[src/rtl/bcd_serial_adder_if.sv]
// Operand/result bundle for the digit-serial BCD adder.
// BCD_SERIAL_SUB_EN adds the sub request bit.
interface bcd_serial_adder_if #(
   parameter int DIGITS = 4
);
   logic                  start;
   logic [4*DIGITS-1:0]   a;
   logic [4*DIGITS-1:0]   b;
   logic                  cin;
`ifdef BCD_SERIAL_SUB_EN
   logic                  sub;
`endif
   logic [4*DIGITS-1:0]   sum;
   logic                  cout;
   logic                  busy;
   logic                  done;
   logic                  invalid;

`ifdef BCD_SERIAL_SUB_EN
   modport master (
      output start, a, b, cin, sub,
      input  sum, cout, busy, done, invalid
   );
   modport slave (
      input  start, a, b, cin, sub,
      output sum, cout, busy, done, invalid
   );
`else
   modport master (
      output start, a, b, cin,
      input  sum, cout, busy, done, invalid
   );
   modport slave (
      input  start, a, b, cin,
      output sum, cout, busy, done, invalid
   );
`endif
endinterface

[src/rtl/bcd_serial_adder.sv]
// Digit-serial BCD adder: one decimal digit per clock, LSB first.
// Define BCD_SERIAL_SUB_EN for tens-complement subtraction (sub bit).
module bcd_serial_adder #(
   parameter int DIGITS = 4
) (
   input logic              clk,
   input logic              rst,
   bcd_serial_adder_if.slave bus
);
   localparam int W  = 4 * DIGITS;
   localparam int IW = (DIGITS > 1) ? $clog2(DIGITS) : 1;
   localparam logic [IW-1:0] LAST = IW'(DIGITS - 1);

   typedef enum logic [1:0] {
      IDLE,
      ADD,
      DONE
   } state_t;

   state_t state;
   state_t nstate;

   logic [W-1:0]  a_q;
   logic [W-1:0]  b_q;
   logic [W-1:0]  sum_q;
   logic [IW-1:0] idx_q;
   logic          carry_q;
   logic          cout_q;
   logic          inv_q;
   logic          sub_q;

   logic [3:0] ad;
   logic [3:0] bd;
   logic [3:0] bx;
   logic [4:0] t;
   logic [3:0] dig;
   logic       dc;
   logic       dinv;
   logic       last;
   logic       cin0;
   logic       sub_in;

`ifdef BCD_SERIAL_SUB_EN
   assign sub_in = bus.sub;
`else
   assign sub_in = 1'b0;
`endif

   // Subtraction starts with the +1 of the tens complement.
   assign cin0 = sub_in ? 1'b1 : bus.cin;

   // Select the current digit of each latched operand.
   always_comb begin
      ad = '0;
      bd = '0;
      for (int i = 0; i < DIGITS; i++) begin
         if (idx_q == IW'(i)) begin
            ad = a_q[4*i +: 4];
            bd = b_q[4*i +: 4];
         end
      end
   end

   // Shared 4-bit slice with decimal correction.
   always_comb begin
      bx   = sub_q ? (4'd9 - bd) : bd;
      t    = {1'b0, ad} + {1'b0, bx} + {4'd0, carry_q};
      dig  = t[3:0];
      dc   = 1'b0;
      if (t > 5'd9) begin
         dig = t[3:0] + 4'd6;
         dc  = 1'b1;
      end
      dinv = (ad > 4'd9) || (bd > 4'd9);
      last = (idx_q == LAST);
   end

   always_ff @(posedge clk or posedge rst) begin
      if (rst) begin
         state <= IDLE;
      end else begin
         state <= nstate;
      end
   end

   always_comb begin
      nstate = state;
      unique case (state)
         IDLE: if (bus.start) nstate = ADD;
         ADD:  if (last) nstate = DONE;
         DONE: nstate = IDLE;
         default: nstate = IDLE;
      endcase
   end

   always_ff @(posedge clk or posedge rst) begin
      if (rst) begin
         a_q     <= '0;
         b_q     <= '0;
         sum_q   <= '0;
         idx_q   <= '0;
         carry_q <= 1'b0;
         cout_q  <= 1'b0;
         inv_q   <= 1'b0;
         sub_q   <= 1'b0;
      end else begin
         unique case (state)
            IDLE: begin
               if (bus.start) begin
                  a_q     <= bus.a;
                  b_q     <= bus.b;
                  sub_q   <= sub_in;
                  carry_q <= cin0;
                  idx_q   <= '0;
                  inv_q   <= 1'b0;
                  sum_q   <= '0;
               end
            end
            ADD: begin
               for (int i = 0; i < DIGITS; i++) begin
                  if (idx_q == IW'(i)) sum_q[4*i +: 4] <= dig;
               end
               carry_q <= dc;
               inv_q   <= inv_q | dinv;
               idx_q   <= idx_q + IW'(1);
               if (last) cout_q <= dc;
            end
            default: begin
            end
         endcase
      end
   end

   assign bus.sum     = sum_q;
   assign bus.cout    = cout_q;
   assign bus.invalid = inv_q;
   assign bus.busy    = (state == ADD);
   assign bus.done    = (state == DONE);
endmodule

[src/flat_wrapper.sv]
// flat-port wrapper written by rule: the top's interface ports become plain ports
module bcd_serial_adder_flat 
#(
   parameter int DIGITS = 4
)
  (clk, rst, bus_start, bus_a, bus_b, bus_cin, bus_sum, bus_cout, bus_busy, bus_done, bus_invalid);
  bcd_serial_adder_if #(.DIGITS(DIGITS)) bus_i ();
  input logic clk;
  input logic rst;
  input wire logic [$bits(bus_i.start)-1:0] bus_start;
  input wire logic [$bits(bus_i.a)-1:0] bus_a;
  input wire logic [$bits(bus_i.b)-1:0] bus_b;
  input wire logic [$bits(bus_i.cin)-1:0] bus_cin;
  output wire logic [$bits(bus_i.sum)-1:0] bus_sum;
  output wire logic [$bits(bus_i.cout)-1:0] bus_cout;
  output wire logic [$bits(bus_i.busy)-1:0] bus_busy;
  output wire logic [$bits(bus_i.done)-1:0] bus_done;
  output wire logic [$bits(bus_i.invalid)-1:0] bus_invalid;
  assign bus_i.start = bus_start;
  assign bus_i.a = bus_a;
  assign bus_i.b = bus_b;
  assign bus_i.cin = bus_cin;
  assign bus_sum = bus_i.sum;
  assign bus_cout = bus_i.cout;
  assign bus_busy = bus_i.busy;
  assign bus_done = bus_i.done;
  assign bus_invalid = bus_i.invalid;
  bcd_serial_adder #(.DIGITS(DIGITS)) u_core (.clk(clk), .rst(rst), .bus(bus_i));
endmodule
[config.mk]
export PLATFORM = sky130hd
export DESIGN_NAME = bcd_serial_adder_flat
export DESIGN_NICKNAME = d
export VERILOG_FILES = /design/src/rtl/bcd_serial_adder_if.sv /design/src/rtl/bcd_serial_adder.sv /design/src/flat_wrapper.sv
export SDC_FILE = /design/constraint.sdc
export NUM_CORES = 1
export LEC_CHECK = 0
export CAP_MARGIN = 15
export CORE_MARGIN = 5
export CORE_UTILIZATION = 50
export CTS_CLUSTER_DIAMETER = 60
export CTS_CLUSTER_SIZE = 20
export DETAILED_ROUTE_END_ITERATION = 7
export GPL_TIMING_DRIVEN = 0
export PLACE_DENSITY_LB_ADDON = 0.3
export REMOVE_ABC_BUFFERS = 1
export SETUP_SLACK_MARGIN = 0.15
export SYNTH_ARGS = -nofsm -noshare
export SYNTH_HDL_FRONTEND = slang
export SYNTH_SLANG_ARGS = --single-unit
[constraint.sdc]
create_clock -name clk -period 5.6 [get_ports clk]
set_input_delay 0.56 -clock clk [delete_from_list [all_inputs] [get_ports clk]]
set_output_delay 0.56 -clock clk [all_outputs]
set_load 0.03 [all_outputs]
# Word-level counts from Yosys, hierarchy flattened
# Cells that the tools add are included.
# totals
wordCells	66
register_bits	55
output_inout_bits	20
# op_classes
n_reduce_logical	12
eq_ne	10
n_addsub	4
mux	25
order_cmp	3
n_bitwise	1
# ops
op	n
$mux W4	13
$pmux W16 S2	1
$mux W16	1
$reduce_and A3 Y1	4
$gt A4 B4 Y1 const B	2
$ne A2 B1 Y1 const B	4
$pmux W2 S2	2
$reduce_and A2 Y1	4
$eq A2 B2 Y1 const B	3
$mux W2	3
$add A4 B4 Y5	1
$add A5 B1 Y5	1
$gt A5 B4 Y1 const B	1
$add A4 B3 Y4 const B	1
$eq A2 B1 Y1 const B	2
$logic_not A2 Y1	2
$pmux W1 S2	2
$mux W1	3
$add A2 B1 Y2 const B	1
$ne A2 B2 Y1 const B	1
$reduce_bool A2 Y1	1
$logic_or A1 B1 Y1	1
$or A1 B1 Y1	1

# Longest topological paths before layout
# Gate-level depths: netlist of the first run.
# logic_depth
word_depth	11
depth_mapped	17

# Worst setup path before layout of the first run
# No wires, ideal clock.
# synth_path
path_type	register to register
startpoint	register u_core.idx_q[0]
endpoint	register u_core.sum_q[10] (netlist: u_core.bus.sum[10])
path_buffers	2
required_ps	5527
arrival_ps	4029
period_less_slack_ps	4102
path_slack_ps	1498
stages_incl_launch_ff	17
cell_sequence	dfrtp_1 > inv_1 > ha_1 > clkbuf_1 > buf_1 > nand2_1 > o21ai_0 > mux2i_1 > fa_1 > fa_1 > xor2_2 > ha_1 > a22o_4 > o311ai_4 > mux2i_1 > a31oi_1 > nor2_1
# synth_via
elab_chain_len	11
elab_cells_between_ends	21
cone_classes	add/sub (3); order compare (1); eq/ne (4); mux (11); reduce/logical (2)
# synth_rtl
item	line_no	text
start: declaration	bcd_serial_adder.sv:26	logic [IW-1:0] idx_q;
start signal: assignment	bcd_serial_adder.sv:125	idx_q <= idx_q + IW'(1);
$logic_not A2 Y1	bcd_serial_adder.sv:57	if (idx_q == IW'(i)) begin
$mux W4 (4 in a row)	bcd_serial_adder.sv:57	
$add A4 B4 Y5	bcd_serial_adder.sv:67	t = {1'b0, ad} + {1'b0, bx} + {4'd0, carry_q};
$add A5 B1 Y5	bcd_serial_adder.sv:67	
$add A4 B3 Y4 or $gt A5 B4 Y1 (tied branches)	bcd_serial_adder.sv:71, bcd_serial_adder.sv:70	
$mux W4	bcd_serial_adder.sv:70	if (t > 5'd9) begin
$mux W4	bcd_serial_adder.sv:121	if (idx_q == IW'(i)) sum_q[4*i +: 4] <= dig;
$pmux W16 S2	bcd_serial_adder.sv:107	unique case (state)
end signal: indexed assignment	bcd_serial_adder.sv:121	
end: declaration	bcd_serial_adder.sv:25	logic [W-1:0] sum_q;
# Several ways; a longest one is shown, not always the timed one. The select of a mux whose other input is x is not followed.
# A chain may end at the register's enable or synchronous reset.

# Worst setup path in the final report of the first run
# layout_path
startpoint	register u_core.idx_q[1]
endpoint	register u_core.sum_q[6] (netlist: u_core.bus.sum[6])
# The elaborated chain is that of the path after synthesis.

==> results of run 1 <==
==> layout make-up <==
class	count	area [um2]
Clock buffer	6	82.6
Clock inverter	1	5.00
Fill cell	465	1940
Inverter	8	30.0
Multi-Input combinational cell	241	1290
Sequential cell	55	1380
Tap cell	72	90.1
Timing Repair Buffer	58	626
==> Yosys cell counts (4+ instances only) <==
| cell type | n | share of area [%] |
|---|---|---|
| sky130_fd_sc_hd__nand2_1 | 128 | 17 |
| sky130_fd_sc_hd__dfrtp_1 | 55 | 50 |
| sky130_fd_sc_hd__a21oi_1 | 22 | 4.0 |
| sky130_fd_sc_hd__o21ai_0 | 20 | 3.6 |
| sky130_fd_sc_hd__nor2_1 | 13 | 1.8 |
| sky130_fd_sc_hd__clkbuf_1 | 11 | 1.5 |
| sky130_fd_sc_hd__ha_1 | 8 | 3.6 |
| sky130_fd_sc_hd__inv_1 | 7 | 0.95 |
| sky130_fd_sc_hd__nand3b_1 | 6 | 1.6 |
| sky130_fd_sc_hd__mux2i_1 | 4 | 1.4 |
==> worst reg2reg max path, stage by stage (launching register included) <==
cell	delay, ns
sky130_fd_sc_hd__dfrtp_1	0.42
sky130_fd_sc_hd__inv_1	0.10
sky130_fd_sc_hd__ha_1	0.56
sky130_fd_sc_hd__a21oi_1	0.14
sky130_fd_sc_hd__o21ai_0	0.23
sky130_fd_sc_hd__mux2i_1	0.14
sky130_fd_sc_hd__fa_1	0.46
sky130_fd_sc_hd__fa_1	0.47
sky130_fd_sc_hd__xor2_2	0.22
sky130_fd_sc_hd__ha_1	0.25
sky130_fd_sc_hd__a22o_4	0.27
sky130_fd_sc_hd__o311ai_4	0.37
sky130_fd_sc_hd__mux2i_1	0.53
sky130_fd_sc_hd__a31oi_1	0.16
sky130_fd_sc_hd__nor2_1	0.13
==> per-stage QoR <==
stage               power [mW]  util, %
floorplan                 1.92        -
global placement          2.27     61.4
detailed placement        2.34     62.2
CTS                       2.57     63.9
global route              2.79     64.4
finish                    2.55     64.4
==> per-layer routing <==
metal / vias up / global-route usage, % / wire length, um
li1: 1138 / - / -
met4: 0 / 5.47 / 112
met3: 9 / 4.51 / 341
met1: 1047 / 20.2 / 2460
met5: - / 0 / 0
met2: 54 / 28.7 / 2700
==> where the power goes <==
part | internal, mW | switching, mW
registers | 0.579 | 0.0952
logic | 0.716 | 0.942
clock network | 0.0974 | 0.122
==> worst min-delay path by stage <==
stage          slack [ns]  cells past startpoint              to
2_1_floorplan        0.44                      2   u_core.a_q[1]
3_3_place_gp         0.45                      2   u_core.a_q[1]
3_5_place_dp         0.46                      2   u_core.a_q[2]
4_1_cts              0.49                      2   u_core.a_q[2]
5_1_grt              0.50                      2   u_core.a_q[2]
6_report             0.48                      2  u_core.b_q[12]
==> flip-flops by register name, summed over array words and instances, names as in the netlist <==
name / cells
u_core.a_q: 16
u_core.state: 2
u_core.idx_q: 2
u_core.b_q: 16
u_core.bus.invalid: 1
u_core.bus.sum: 16
u_core.carry_q: 1
u_core.bus.cout: 1
==> cells by family after synthesis <==
| kind of cell | synth area share [%] |
|---|---|
| adders and majority gates | 5.07 |
| AOI/OAI and AO/OA | 13.9 |
| and+or+nand+nor | 24.6 |
| xor gates and xnor gates | 0.905 |
| DFF | 49.8 |
| buffers and inverters | 3.53 |
| muxes | 2.26 |
==> impl_table.tex, run 1 <==
\begin{tabular}{lr}
\hline
Metric & Value \\
\hline
\multicolumn{2}{l}{\textbf{Logic synthesis}} \\
Number of cells produced by synthesis & 321 \\
Cell area after synthesis & 2770 um2 \\
Async SR Flop Fraction & 100\% \\
Most used flip-flop cell after synthesis & sky130\_fd\_sc\_hd\_\_dfrtp\_1 \\
Post-synthesis sequential element count & 55 \\
Yosys warning count & 0 \\
Count of unique library cells instantiated by Yosys & 39 \\
Count of flip-flops with a built-in enable after synthesis & 0 \\
Avg Cell Area, Syn & 8.61 um2 \\
Share of synthesized area occupied by flip-flops and latches & 49.8\% \\
\multicolumn{2}{l}{\textbf{Global routing}} \\
First-pass GRT wire length & 9.73 mm \\
Initial antenna violation count & 0 \\
Vias in the first global route & 2165 \\
Largest net degree at the start of global routing & 36 \\
Global Route Usage Sum & 16.6\% \\
Total congestion overflow & 0 \\
\multicolumn{2}{l}{\textbf{Drt}} \\
DRC violation count after routing & 0 \\
DR iter-0 viols & 129 \\
Via count & 2248 \\
1st-pass router iterations & 5 \\
Antenna Violating Nets Remaining & 0 \\
WL per Instance & 12.7 um \\
Vias per std cell & 5.10 \\
Overall routed net length & 5.62 mm \\
\multicolumn{2}{l}{\textbf{STA}} \\
Setup repair after global routing missed its margin & false \\
Hold Fails Final Rpt & 0 \\
Relative slew slack & 43.5\% \\
Transition time at the pin with the least slew margin & 0.847 ns \\
Post-layout worst setup margin & 1.10 ns \\
Fin crit share & 80.4\% \\
Fmax & 222 MHz \\
Slew Viols, Final & 0 \\
Setup TNS Final & 0 ns \\
Clock period minus worst slack & 4.50 ns \\
Worst Skew & 0.00649 ns \\
Finish-stage setup viols & 0 \\
Fin Hold WS & 0.480 ns \\
\multicolumn{2}{l}{\textbf{Floorplan}} \\
Overall die height & 84.4 um \\
Die Span X & 84.4 um \\
Starting density of the core & 50.8\% \\
Total Die Area & 7120 um2 \\
Placeable core region & 5440 um2 \\
Top-level port count & 56 \\
Total number of placement rows & 27 \\
\multicolumn{2}{l}{\textbf{Hold path}} \\
Class of the most critical hold timing path & flop to flop \\
Launch point of the worst hold path & u\_core.b\_q[12] \\
\multicolumn{2}{l}{\textbf{Worst setup path}} \\
CP max stage cell & sky130\_fd\_sc\_hd\_\_ha\_1 \\
Worst flop-to-flop path endpoint & u\_core.bus.sum[6] \\
Worst-path fanout max & 19 \\
CP arrival & 4.74 ns \\
Ordered list of cells on the worst path & inv\_1, ha\_1, a21oi\_1, o21ai\_0, mux2i\_1, fa\_1, fa\_1, xor2\_2, ha\_1, a22o\_4, o311ai\_4, mux2i\_1, a31oi\_1, nor2\_1 \\
Capturing element of the worst setup path & u\_core.bus.sum[6] \\
Category of the worst setup path capture point & flop \\
Nature of the critical path startpoint & flop \\
Worst reg2reg path startpoint & u\_core.idx\_q[1] \\
Kind of cell adding the most delay to the critical path & adder cells \\
R2R Setup Slk & 1.10 ns \\
Start-to-end type of the worst setup path & flop to flop \\
Required time reported for the critical path endpoint & 5.84 ns \\
Reg2Reg Depth & 14 \\
Critical path's largest stage delay & 0.56 ns \\
Startpoint of the worst setup timing path & u\_core.idx\_q[1] \\
Total buffers and inverters traversed by the critical path & 1 \\
Logic depth of the worst path, buffers included & 14 \\
\multicolumn{2}{l}{\textbf{Clocking}} \\
Worst-Skew Late Latency & 0.31 ns \\
CTS Sinks & 55 \\
Max Buffers Root-to-Sink & 2 \\
CTS Hold Buffers Added & 0 \\
Clock H-tree levels & 2 \\
Number of gates given a new drive strength after cts & 0 \\
Post-CTS setup-driven buffer insertion count & 0 \\
CTS clk-pin slew, worst paths & 0.09 ns \\
CTS buffer count & 5 \\
Clock tree from TritonCTS & built \\
Clk root buf & sky130\_fd\_sc\_hd\_\_clkbuf\_8 \\
\multicolumn{2}{l}{\textbf{Final layout}} \\
Number of nets in the layout & 415 \\
Cell Count, Final, Fillers Out & 441 \\
Area growth from synthesis to final layout & 26.6\% \\
Final cell area excluding filler cells & 3500 um2 \\
Commonest cells after routing, fill and taps aside & sky130\_fd\_sc\_hd\_\_nand2\_1, sky130\_fd\_sc\_hd\_\_clkdlybuf4s50\_1, sky130\_fd\_sc\_hd\_\_dfrtp\_1, sky130\_fd\_sc\_hd\_\_a21oi\_1, sky130\_fd\_sc\_hd\_\_o21ai\_0 \\
Antenna cells & 0 \\
Fraction of layout cells with a size suffix above 1 & 5.96\% \\
Most common cell after layout, fill and taps aside & sky130\_fd\_sc\_hd\_\_nand2\_1 \\
\multicolumn{2}{l}{\textbf{Placement}} \\
Worst slack, placed & 1.08 ns \\
Global placement routability congestion & 0.744 \\
Standard cell area after detailed placement & 3390 um2 \\
Input/output buffers & 55 \\
Placed insts & 433 \\
Post-DP HPWL & 4.25 mm \\
\multicolumn{2}{l}{\textbf{Pwr}} \\
Leakage Power & 1.62 nW \\
Peak supply drop & 0.000458 V \\
PwrDens & 729 nW/um2 \\
\multicolumn{2}{l}{\textbf{Job}} \\
Number of max-cap violations & 0 \\
\multicolumn{2}{l}{\textbf{Run status}} \\
Status & finished clean \\
\hline
\end{tabular}
Power figures use the tool's default switching activity.
==> run 2: changes to the inputs <==
- clock period: 5.6 -> 4.2 ns (I/O delays scaled with it)
==> impl_table.tex, run 2 (synthesized netlist as in run 1, its figures left out) <==
\begin{tabular}{lr}
\hline
Metric & Value \\
\hline
\multicolumn{2}{l}{\textbf{Run status}} \\
Status & finished clean \\
\multicolumn{2}{l}{\textbf{STA}} \\
Fin crit share & 90.9\% (+10 points) \\
Fmax & 262 MHz (+18\%) \\
Finish-stage setup viols & 0 (unchanged) \\
Relative slew slack & 27.5\% (-16 points) \\
Fin Hold WS & 0.457 ns (-0.0228 ns) \\
Setup repair after global routing missed its margin & false \\
Worst Skew & 0.00473 ns (-0.00176 ns) \\
Hold Fails Final Rpt & 0 (unchanged) \\
Slew Viols, Final & 0 (unchanged) \\
Clock period minus worst slack & 3.82 ns (-0.684 ns) \\
Transition time at the pin with the least slew margin & 1.08 ns (+0.238 ns) \\
\multicolumn{2}{l}{\textbf{Floorplan}} \\
Overall die height & 84.4 um (unchanged) \\
Placeable core region & 5440 um2 (unchanged) \\
Total number of placement rows & 27 (unchanged) \\
Die Span X & 84.4 um (unchanged) \\
Top-level port count & 56 (unchanged) \\
Starting density of the core & 50.8\% (unchanged) \\
Total Die Area & 7120 um2 (unchanged) \\
\multicolumn{2}{l}{\textbf{Final layout}} \\
Fraction of layout cells with a size suffix above 1 & 9.41\% (+3.4 points) \\
Number of nets in the layout & 418 (+0.72\%) \\
Fill cell count & 451 (-3.0\%) \\
Final cell area excluding filler cells & 3560 um2 (+1.8\%) \\
Antenna cells & 0 (unchanged) \\
Commonest cells after routing, fill and taps aside & sky130\_fd\_sc\_hd\_\_nand2\_1, sky130\_fd\_sc\_hd\_\_clkdlybuf4s50\_1, sky130\_fd\_sc\_hd\_\_dfrtp\_1, sky130\_fd\_sc\_hd\_\_a21oi\_1, sky130\_fd\_sc\_hd\_\_o21ai\_0 \\
Area growth from synthesis to final layout & 28.8\% \\
Most common cell after layout, fill and taps aside & sky130\_fd\_sc\_hd\_\_nand2\_1 \\
Cell Count, Final, Fillers Out & 444 (+0.68\%) \\
\multicolumn{2}{l}{\textbf{Worst setup path}} \\
CP arrival & 4.05 ns (-0.69 ns) \\
Required time reported for the critical path endpoint & 4.43 ns (-1.41 ns) \\
Worst-path fanout max & 19 (unchanged) \\
Startpoint of the worst setup timing path & u\_core.idx\_q[1] \\
Category of the worst setup path capture point & flop \\
Worst flop-to-flop path endpoint & u\_core.bus.sum[1] \\
Start-to-end type of the worst setup path & flop to flop \\
Worst reg2reg path startpoint & u\_core.idx\_q[1] \\
R2R Setup Slk & 0.38 ns (-0.72 ns) \\
Nature of the critical path startpoint & flop \\
Reg2Reg Depth & 15 (+1) \\
\multicolumn{2}{l}{\textbf{Drt}} \\
Vias per std cell & 5.12 (+0.43\%) \\
1st-pass router iterations & 4 (-1) \\
DR iter-0 viols & 110 (-15\%) \\
Overall routed net length & 5.81 mm (+3.4\%) \\
Antenna Violating Nets Remaining & 0 (unchanged) \\
WL per Instance & 13.1 um (+2.7\%) \\
Via count & 2273 (+1.1\%) \\
DRC violation count after routing & 0 (unchanged) \\
\multicolumn{2}{l}{\textbf{Clocking}} \\
Clk root buf & sky130\_fd\_sc\_hd\_\_clkbuf\_8 \\
Max Buffers Root-to-Sink & 2 (unchanged) \\
Worst-Skew Late Latency & 0.30 ns (about the same) \\
CTS clk-pin slew, worst paths & 0.09 ns (about the same) \\
CTS Hold Buffers Added & 0 (unchanged) \\
Clock H-tree levels & 2 (unchanged) \\
Clock tree from TritonCTS & built \\
CTS Sinks & 55 (unchanged) \\
CTS buffer count & 5 (unchanged) \\
\multicolumn{2}{l}{\textbf{Global routing}} \\
Vias in the first global route & 2150 (-0.69\%) \\
Initial antenna violation count & 0 (unchanged) \\
Largest net degree at the start of global routing & 36 (unchanged) \\
First-pass GRT wire length & 9.88 mm (+1.6\%) \\
Total congestion overflow & 0 (unchanged) \\
Global Route Usage Sum & 17.0\% (+0.39 points) \\
\multicolumn{2}{l}{\textbf{Placement}} \\
Input/output buffers & 55 (unchanged) \\
Post-DP HPWL & 4.25 mm (unchanged) \\
Standard cell area after detailed placement & 3390 um2 (unchanged) \\
Placed insts & 433 (unchanged) \\
Global placement routability congestion & 0.744 (unchanged) \\
\multicolumn{2}{l}{\textbf{Hold path}} \\
Class of the most critical hold timing path & primary input to asynchronous set/reset pin \\
\multicolumn{2}{l}{\textbf{Job}} \\
Number of max-cap violations & 0 (unchanged) \\
\hline
\end{tabular}
run 2: changes by cell type in the layout (fill, tap and decap cells not counted), moves of 2 or more:
cell / previous run / this run
sky130_fd_sc_hd__inv_2: 1 / 3
sky130_fd_sc_hd__buf_4: 0 / 4
sky130_fd_sc_hd__ha_1: 8 / 4
sky130_fd_sc_hd__ha_4: 0 / 3
sky130_fd_sc_hd__fa_1: 2 / 0
sky130_fd_sc_hd__fa_2: 0 / 2
sky130_fd_sc_hd__inv_1: 6 / 4
run 2: area by class of cell:
class	instances	area, um2	area share (%)
Sequential cell	55	1380	38.7
Tap cell	72	90.1	2.53
Clock buffer	6	82.6	2.32
Inverter	8	30.0	0.843
Timing Repair Buffer	61	628	17.6
Clock inverter	1	5.00	0.140
Multi-Input combinational cell	241	1350	37.9
run 2: how the worst max path moves through the flow:
| stage | slack, ns | end | cells after the start |
|---|---|---|---|
| after floorplan | 0.29 | u_core.bus.sum[10] | 16 |
| after global placement | -0.21 | u_core.bus.sum[10] | 14 |
| after detailed placement | -0.32 | u_core.bus.sum[6] | 14 |
| after CTS | 0.16 | u_core.bus.sum[1] | 12 |
| after global routing | 0.17 | u_core.bus.sum[5] | 17 |
| final | 0.38 | u_core.bus.sum[1] | 15 |
run 2: through the flow:
step	utilization [%]	setup slack (ns)	setup TNS (ns)
final	65.5	0.384	0
after floorplan	-	0.289	0
after global placement	61.4	-0.213	-0.800
after CTS	65.1	0.158	0
after detailed placement	62.2	-0.316	-1.19
after global routing	65.5	0.165	0
run 2: what timing repair did:
action / CTS / global route
resized for setup: 9 / 6
pin swaps: 1 / 1
buffers inserted: 2 / 2
endpoints found under the setup margin: 12 / 14
run 2: metal layers:
layer | track usage, % | vias to the layer above | routed length [um]
met5 | 0 | - | 0
met2 | 29.3 | 55 | 2830
met4 | 5.04 | 0 | 89
li1 | - | 1145 | -
met3 | 4.61 | 7 | 366
met1 | 21.0 | 1066 | 2530
run 2: worst max-delay path, cell delays in order, from the launching register on:
cell	delay, ns
sky130_fd_sc_hd__dfrtp_1	0.44
sky130_fd_sc_hd__inv_2	0.14
sky130_fd_sc_hd__ha_4	0.27
sky130_fd_sc_hd__a21oi_1	0.09
sky130_fd_sc_hd__o21ai_0	0.20
sky130_fd_sc_hd__mux2i_1	0.14
sky130_fd_sc_hd__fa_2	0.41
sky130_fd_sc_hd__fa_2	0.40
sky130_fd_sc_hd__xor2_2	0.22
sky130_fd_sc_hd__ha_1	0.26
sky130_fd_sc_hd__a22o_4	0.27
sky130_fd_sc_hd__o311ai_4	0.28
sky130_fd_sc_hd__buf_4	0.18
sky130_fd_sc_hd__xnor2_1	0.12
sky130_fd_sc_hd__nand2_1	0.13
sky130_fd_sc_hd__o21ai_0	0.19
Power of run 2 is not shown: default switching activity piles up to over one toggle a cycle in this logic, so the estimate is an artifact.
==> run 3: changes to the inputs <==
--- a/config.mk
+++ b/config.mk
@@ -8,5 +8,5 @@
 export CAP_MARGIN = 15
 export CORE_MARGIN = 5
-export CORE_UTILIZATION = 50
+export CORE_UTILIZATION = 49
 export CTS_CLUSTER_DIAMETER = 60
 export CTS_CLUSTER_SIZE = 20
==> constraint.sdc (replaced) <==
create_clock -name clk -period 4.2 [get_ports clk]
set_input_delay 1.26 -clock clk [delete_from_list [all_inputs] [get_ports clk]]
set_output_delay 1.26 -clock clk [all_outputs]
set_load 0.03 [all_outputs]
==> impl_table.tex, run 3 (synthesized netlist as in run 1, its figures left out) <==
\begin{tabular}{lr}
\hline
Metric & Value \\
\hline
\multicolumn{2}{l}{\textbf{Clocking}} \\
Clk root buf & sky130\_fd\_sc\_hd\_\_clkbuf\_8 \\
Clock tree from TritonCTS & built \\
CTS Sinks & 55 (unchanged) \\
CTS buffer count & 5 (unchanged) \\
Clock H-tree levels & 2 (unchanged) \\
CTS clk-pin slew, worst paths & 0.10 ns (about the same) \\
Worst-Skew Late Latency & 0.31 ns (about the same) \\
CTS Hold Buffers Added & 0 (unchanged) \\
Max Buffers Root-to-Sink & 2 (unchanged) \\
\multicolumn{2}{l}{\textbf{Placement}} \\
Input/output buffers & 55 (unchanged) \\
Global placement routability congestion & 0.772 (+3.7\%) \\
Post-DP HPWL & 4.37 mm (+2.9\%) \\
\multicolumn{2}{l}{\textbf{Floorplan}} \\
Starting density of the core & 50.2\% (-0.62 points) \\
Die Span X & 85.1 um (+0.89\%) \\
Placeable core region & 5510 um2 (+1.2\%) \\
Top-level port count & 56 (unchanged) \\
Total number of placement rows & 27 (unchanged) \\
Total Die Area & 7250 um2 (+1.8\%) \\
Overall die height & 85.1 um (+0.89\%) \\
\multicolumn{2}{l}{\textbf{Global routing}} \\
Vias in the first global route & 2186 (+1.7\%) \\
Largest net degree at the start of global routing & 36 (unchanged) \\
Total congestion overflow & 0 (unchanged) \\
Initial antenna violation count & 0 (unchanged) \\
First-pass GRT wire length & 9.77 mm (-1.1\%) \\
Global Route Usage Sum & 16.5\% (-0.58 points) \\
\multicolumn{2}{l}{\textbf{Final layout}} \\
Commonest cells after routing, fill and taps aside & sky130\_fd\_sc\_hd\_\_nand2\_1, sky130\_fd\_sc\_hd\_\_clkdlybuf4s50\_1, sky130\_fd\_sc\_hd\_\_dfrtp\_1, sky130\_fd\_sc\_hd\_\_a21oi\_1, sky130\_fd\_sc\_hd\_\_o21ai\_0 \\
Fraction of layout cells with a size suffix above 1 & 10.9\% (+1.5 points) \\
Fill cell count & 479 (+6.2\%) \\
Area of the multi-input gates & 1360 um2 (+0.46\%) \\
Area used by sequential logic in the layout & 1380 um2 (about the same) \\
Antenna cells & 0 (unchanged) \\
Most common cell after layout, fill and taps aside & sky130\_fd\_sc\_hd\_\_nand2\_1 \\
Number of nets in the layout & 422 (+0.96\%) \\
Area growth from synthesis to final layout & 30.2\% \\
\multicolumn{2}{l}{\textbf{STA}} \\
Worst Skew & 0.00825 ns (+0.00353 ns) \\
Setup TNS Final & 0 ns (unchanged) \\
Fmax & 260 MHz (-0.80\%) \\
Slew Viols, Final & 0 (unchanged) \\
Finish-stage setup viols & 0 (unchanged) \\
Setup repair after global routing missed its margin & false \\
Clock period minus worst slack & 3.85 ns (+0.0307 ns) \\
Fin crit share & 91.6\% (+0.73 points) \\
Hold Fails Final Rpt & 0 (unchanged) \\
Relative slew slack & 46.9\% (+19 points) \\
Transition time at the pin with the least slew margin & 0.797 ns (-0.288 ns) \\
\multicolumn{2}{l}{\textbf{Hold path}} \\
Class of the most critical hold timing path & flop to flop \\
Number of stages on the worst hold path & 2 \\
\multicolumn{2}{l}{\textbf{Worst setup path}} \\
Nature of the critical path startpoint & flop \\
Critical path's largest stage delay & 0.45 ns (about the same) \\
Category of the worst setup path capture point & flop \\
Start-to-end type of the worst setup path & flop to flop \\
Reg2Reg Depth & 16 (+1) \\
Required time reported for the critical path endpoint & 4.45 ns (+0.02 ns) \\
CP arrival & 4.09 ns (+0.04 ns) \\
CP max stage cell & sky130\_fd\_sc\_hd\_\_dfrtp\_2 \\
Worst-path fanout max & 7 (-12) \\
Ordered list of cells on the worst path & inv\_2, ha\_4, nand2\_1, nor2\_1, a21oi\_1, o21ai\_1, mux2i\_2, fa\_2, fa\_2, xor2\_2, ha\_2, a22o\_4, o311ai\_4, mux2i\_4, a31oi\_1, nor2\_1 \\
\multicolumn{2}{l}{\textbf{Drt}} \\
DR iter-0 viols & 124 (+13\%) \\
DRC violation count after routing & 0 (unchanged) \\
Vias per std cell & 5.17 (+0.93\%) \\
Antenna Violating Nets Remaining & 0 (unchanged) \\
Overall routed net length & 6.09 mm (+4.9\%) \\
WL per Instance & 13.6 um (+3.7\%) \\
1st-pass router iterations & 4 (unchanged) \\
Via count & 2320 (+2.1\%) \\
\multicolumn{2}{l}{\textbf{Job}} \\
Number of max-cap violations & 0 (unchanged) \\
\multicolumn{2}{l}{\textbf{Run status}} \\
Status & finished clean \\
\hline
\end{tabular}
[run 3: worst paths after layout]
path                            startpoint            endpoint  slack, ns
setup / recovery           u_core.idx_q[1]  u_core.bus.sum[10]       0.35
hold / removal               u_core.a_q[1]       u_core.a_q[1]       0.48
setup reg to reg           u_core.idx_q[1]  u_core.bus.sum[10]       0.35
hold reg to reg              u_core.a_q[1]       u_core.a_q[1]       0.48
max in group asynchronous              rst     u_core.idx_q[0]       2.36
min in group asynchronous              rst   u_core.bus.sum[3]       1.29
[run 3: through the flow]
step,worst slack (ns),instances,area [um2],utilization (%),hold WS (ns)
after floorplan,0.289,304,2700,-,0.438
after global placement,-0.184,431,3340,60.6,0.458
after detailed placement,-0.293,433,3390,61.5,0.461
after CTS,0.150,443,3540,64.2,0.483
after global routing,0.140,449,3600,65.4,0.504
final,0.353,449,3600,65.4,0.480
[run 3: layout make-up]
type                            instances  share of cell area [%]
Sequential cell                        55                    38.3
Multi-Input combinational cell        241                    37.6
Timing Repair Buffer                   65                    18.5
Tap cell                               72                    2.50
Clock buffer                            7                    2.12
Inverter                                8                   0.834
Clock inverter                          1                   0.139
[run 3: timing repair]
item                                    4_1_cts  5_1_grt
gates resized for setup                      12        7
endpoints found under the setup margin       12       12
setup buffers                                 2        5
pin swaps                                     1        2
[run 3: layer usage]
metal  up-vias  GRT usage, %  wire [um]  part of all wire (%)
met5         -             0          0                     0
met4         0          4.89        116                   1.9
met1      1094          19.9       2660                    44
li1       1152             -          -                     -
met3        11          3.98        353                   5.8
met2        63          29.0       2960                    49
[run 3: critical path, delay by kind of cell, from the launching register on]
family          cells  cell delay [ns]
fa+ha+maj           4             1.25
mux                 2             0.51
xor+xnor            1             0.22
simple gates        3             0.27
buf+inv             1             0.12
flops               1             0.45
compound gates      5             0.94
Power of run 3 is left out for the same reason.
